`src/rtl/and8_bits_structure.sv`:
```
// -----------------------------------------------------------------------------
// and8_bits_structure
//   Bitwise 8-bit AND leaf unit for the ALU/logic datapath.
//   Each bit pair (A_i, B_i) drives S_i through its own 2-input AND gate
//   primitive. The combinational result is available with zero clock latency.
//   A registered copy of the result and two registered status flags give
//   downstream synchronous logic a stable, reset-defined view.
//
// Ports
//   A1..A8    in   operand A, bit 1 = LSB, bit 8 = MSB
//   B1..B8    in   operand B, bit 1 = LSB, bit 8 = MSB
//   S1..S8    out  combinational result, S_i = A_i & B_i (independent of clk/rst_n)
//   clk       in   rising-edge clock for the registered stage
//   rst_n     in   asynchronous active-low reset
//   q         out  registered result, q[i-1] = S_i sampled at the clk rise
//   all_zero  out  registered flag, 1 when the sampled result is 8'h00
//   all_one   out  registered flag, 1 when the sampled result is 8'hFF
// -----------------------------------------------------------------------------
module and8_bits_structure (
    input  logic       A1,
    input  logic       B1,
    input  logic       A2,
    input  logic       B2,
    input  logic       A3,
    input  logic       B3,
    input  logic       A4,
    input  logic       B4,
    input  logic       A5,
    input  logic       B5,
    input  logic       A6,
    input  logic       B6,
    input  logic       A7,
    input  logic       B7,
    input  logic       A8,
    input  logic       B8,
    output logic       S1,
    output logic       S2,
    output logic       S3,
    output logic       S4,
    output logic       S5,
    output logic       S6,
    output logic       S7,
    output logic       S8,
    input  logic       clk,
    input  logic       rst_n,
    output logic [7:0] q,
    output logic       all_zero,
    output logic       all_one
);

    // One gate per bit pair; no clocked element on this path.
    and g_and1 (S1, A1, B1);
    and g_and2 (S2, A2, B2);
    and g_and3 (S3, A3, B3);
    and g_and4 (S4, A4, B4);
    and g_and5 (S5, A5, B5);
    and g_and6 (S6, A6, B6);
    and g_and7 (S7, A7, B7);
    and g_and8 (S8, A8, B8);

    logic [7:0] s_vec;
    logic [7:0] res_d,      res_q;
    logic       all_zero_d, all_zero_q;
    logic       all_one_d,  all_one_q;

    assign s_vec = {S8, S7, S6, S5, S4, S3, S2, S1};

    always_comb begin
        res_d      = s_vec;
        all_zero_d = (s_vec == '0);
        all_one_d  = (s_vec == '1);
    end

    // Reset state reports an all-zero result so the flags stay consistent with q.
    always_ff @(posedge clk or negedge rst_n) begin
        if (!rst_n) begin
            res_q      <= '0;
            all_zero_q <= 1'b1;
            all_one_q  <= 1'b0;
        end else begin
            res_q      <= res_d;
            all_zero_q <= all_zero_d;
            all_one_q  <= all_one_d;
        end
    end

    assign q        = res_q;
    assign all_zero = all_zero_q;
    assign all_one  = all_one_q;

endmodule

```
`config.mk`:
```
export PLATFORM = sky130hd
export DESIGN_NAME = and8_bits_structure
export DESIGN_NICKNAME = d
export VERILOG_FILES = /design/src/rtl/and8_bits_structure.sv
export SDC_FILE = /design/constraint.sdc
export NUM_CORES = 1
export LEC_CHECK = 0
export ABC_AREA = 1
export CAP_MARGIN = 20
export CORE_AREA = 2 2 39 41
export CTS_BUF_LIST = sky130_fd_sc_hd__clkbuf_8
export CTS_CLUSTER_DIAMETER = 30
export DETAILED_ROUTE_END_ITERATION = 10
export DIE_AREA = 0 0 41 43
export PLACE_DENSITY = 0.77
export SLEW_MARGIN = 30
export SYNTH_ARGS = -nofsm -noshare
export SYNTH_HDL_FRONTEND = slang
export SYNTH_SLANG_ARGS = --single-unit
```
`constraint.sdc`:
```
create_clock -name clk -period 0.8 [get_ports clk]
set_clock_uncertainty 0.05 [all_clocks]
set_input_delay 0.16 -clock clk [delete_from_list [all_inputs] [get_ports clk]]
set_output_delay 0.16 -clock clk [all_outputs]
set_load 0.01 [all_outputs]
```
==> impl_metrics.ini <==
[cts]
h-tree-depth = 1
clk_pin_slew_ns = 0.04
cts_buffer_depth = 2
root_buffer = clkbuf_8
cts_buffers = 3
hold_buffers = 0
cts_tree = done
clock_sinks = 10

[route]
avgViaCountPerCell = 3.83
dr_total_vias = 479
ant_nets = 0
drt_pass1_iterations = 4
wl_per_cell_um = 10.4
drcViolationCount = 0
drt-total-wl_um = 1300
drt_iter0_drc = 13

[min_path]
hp-class = in2async

[critical_path]
critical-path-top-delay-family = flip-flops
worstSetupStartpointType = flip-flop
worstSetupEndpointType = output port
critPathKind = reg2out
crit_slowest_cell = dfstp_2
max_stage_delay_ns = 0.52
required_ns = 0.59
cp.arrival_ns = 0.84
worstPathBufferInverterCount = 1
path_max_fanout = 1
cp_cell_sequence = buf_6

[die]
fp-row-count = 14
start_util_pct = 27.4
io_pins = 36
dieArea_um2 = 1760
die_h_um = 43
coreArea_um2 = 1380
die_x_um = 41

[cells_and_area]
final_cells = 125
area_delta_synth_final_pct = 141
final_net_count = 128
postLayoutCoreUtil_pct = 66.0
design_area_um2 = 913
antenna_cells = 0
drive_gt1_share_pct = 71.6
fill_cells = 119

[yosys]
netlist_area_um2 = 379
syn_nets = 62
seq_area_frac_synth_pct = 66.3
ys_ff_latch = 10
syn_inst = 44
synth_warnings = 0
yosys.cell_types.count = 5
synth.avg_cell_area_um2 = 8.62

[power]
sw_frac_of_total_pct = 23.6
power_frac_comb_pct = 23.6
vdd_ir_drop_max_v = 0.000670
power_mw = 1.38
p_clk_share_pct = 37.3
power.density_nw_per_um2 = 1510
power_leakage_nw = 0.569
internal-power_mw = 1.05
seqPwrFrac_pct = 39.0
p_sw_uw = 327

[sta]
tns_ns = -1.34
min_period_ns = 1.05
slew_violations = 0
grt_setup_unrepaired = true
setup_ws_ns = -0.250
max_freq_ghz = 0.952
setup_violations = 10
tightest_slew_ns = 0.173
period_share_pct = 131
relSlewSlack_pct = 88.5
final-hold-violation-count = 0
whs_ns = 0.0732

[global_route]
grt-ovfl-total = 0
grt_pass1_vias = 488
grt_use_total_pct = 17.4
antenna_found_initial = 0
grt_first_pass_wirelength_um = 2040
grt_max_degree = 7

[place]
io_buffers = 35
pre_cts_slack_ns = -0.726
post-dp-hpwl_um = 805
placed_area_um2 = 832
place_congestion = 0.739
placed_cells = 106

[status]
violations = setup timing
outcome = complete, but fails checks

[job]
maxCapViolations = 0
repair_timing:
| item | in CTS | in global routing |
|---|---|---|
| buffers inserted | 15 | 0 |
| gates resized for setup | 109 | 33 |
| pin swaps | 8 | 11 |
| endpoints found under the setup margin | 20 | 19 |
sequential cells by signal, summed over array words and instances, names as in the netlist:
register,count
all_one,1
all_zero,1
q,8
per-layer routing:
metal  global-route usage [%]  wire length, um
met5                        0                0
met4                     11.3                0
met3                     5.76               65
met2                     24.1              686
met1                     22.1              551
synth_stat cells (all sizes together):
cell type | n | area [um2]
dfrtp | 9 | 225
dfstp | 1 | 26.3
inv | 12 | 45.0
nand2 | 16 | 60.1
nor2 | 6 | 22.5
power by group through the flow:
stage | registers (mW) | clock network (mW) | logic [mW]
after global placement | 0.545 | 0 | 0.291
after global routing | 0.540 | 0.555 | 0.355
after floorplan | 0.559 | 0 | 0.0565
final | 0.539 | 0.516 | 0.326
after detailed placement | 0.545 | 0 | 0.297
after CTS | 0.538 | 0.527 | 0.294
worst max-delay path by stage:
stage	from	to	cells past startpoint
floorplan	all_zero	all_zero	0
CTS	all_zero	all_zero	1
finish	all_zero	all_zero	1
detailed placement	A5	S5	4
global placement	A1	S1	4
global route	all_zero	all_zero	1
cell usage in the layout, fill, tap and decap left out, types with 5 or more instances in the layout:
cell type,netlist,final
inv_1,12,8
clkbuf_2,0,11
nand2_1,16,8
dfrtp_1,9,9
buf_2,0,13
inv_2,0,5
buf_6,0,7
nand2_2,0,8
buf_4,0,26
logic make-up after synthesis:
| kind of cell | Yosys count | synth area share [%] |
|---|---|---|
| AND/OR/NAND/NOR | 22 | 21.8 |
| buffers and inverters | 12 | 11.9 |
| flip-flops | 10 | 66.3 |
cell type report:
class / instances / area [um2] / share of cell area [%]
flip-flops and latches: 10 / 251 / 27.5
repair buffers: 61 / 434 / 47.5
inverters: 12 / 45.0 / 4.93
multi-input cells: 22 / 118 / 12.9
clock buffers: 3 / 41.3 / 4.52
well taps: 16 / 20.0 / 2.19
clock inverters: 1 / 3.75 / 0.411
Power figures use the tool's default switching activity.
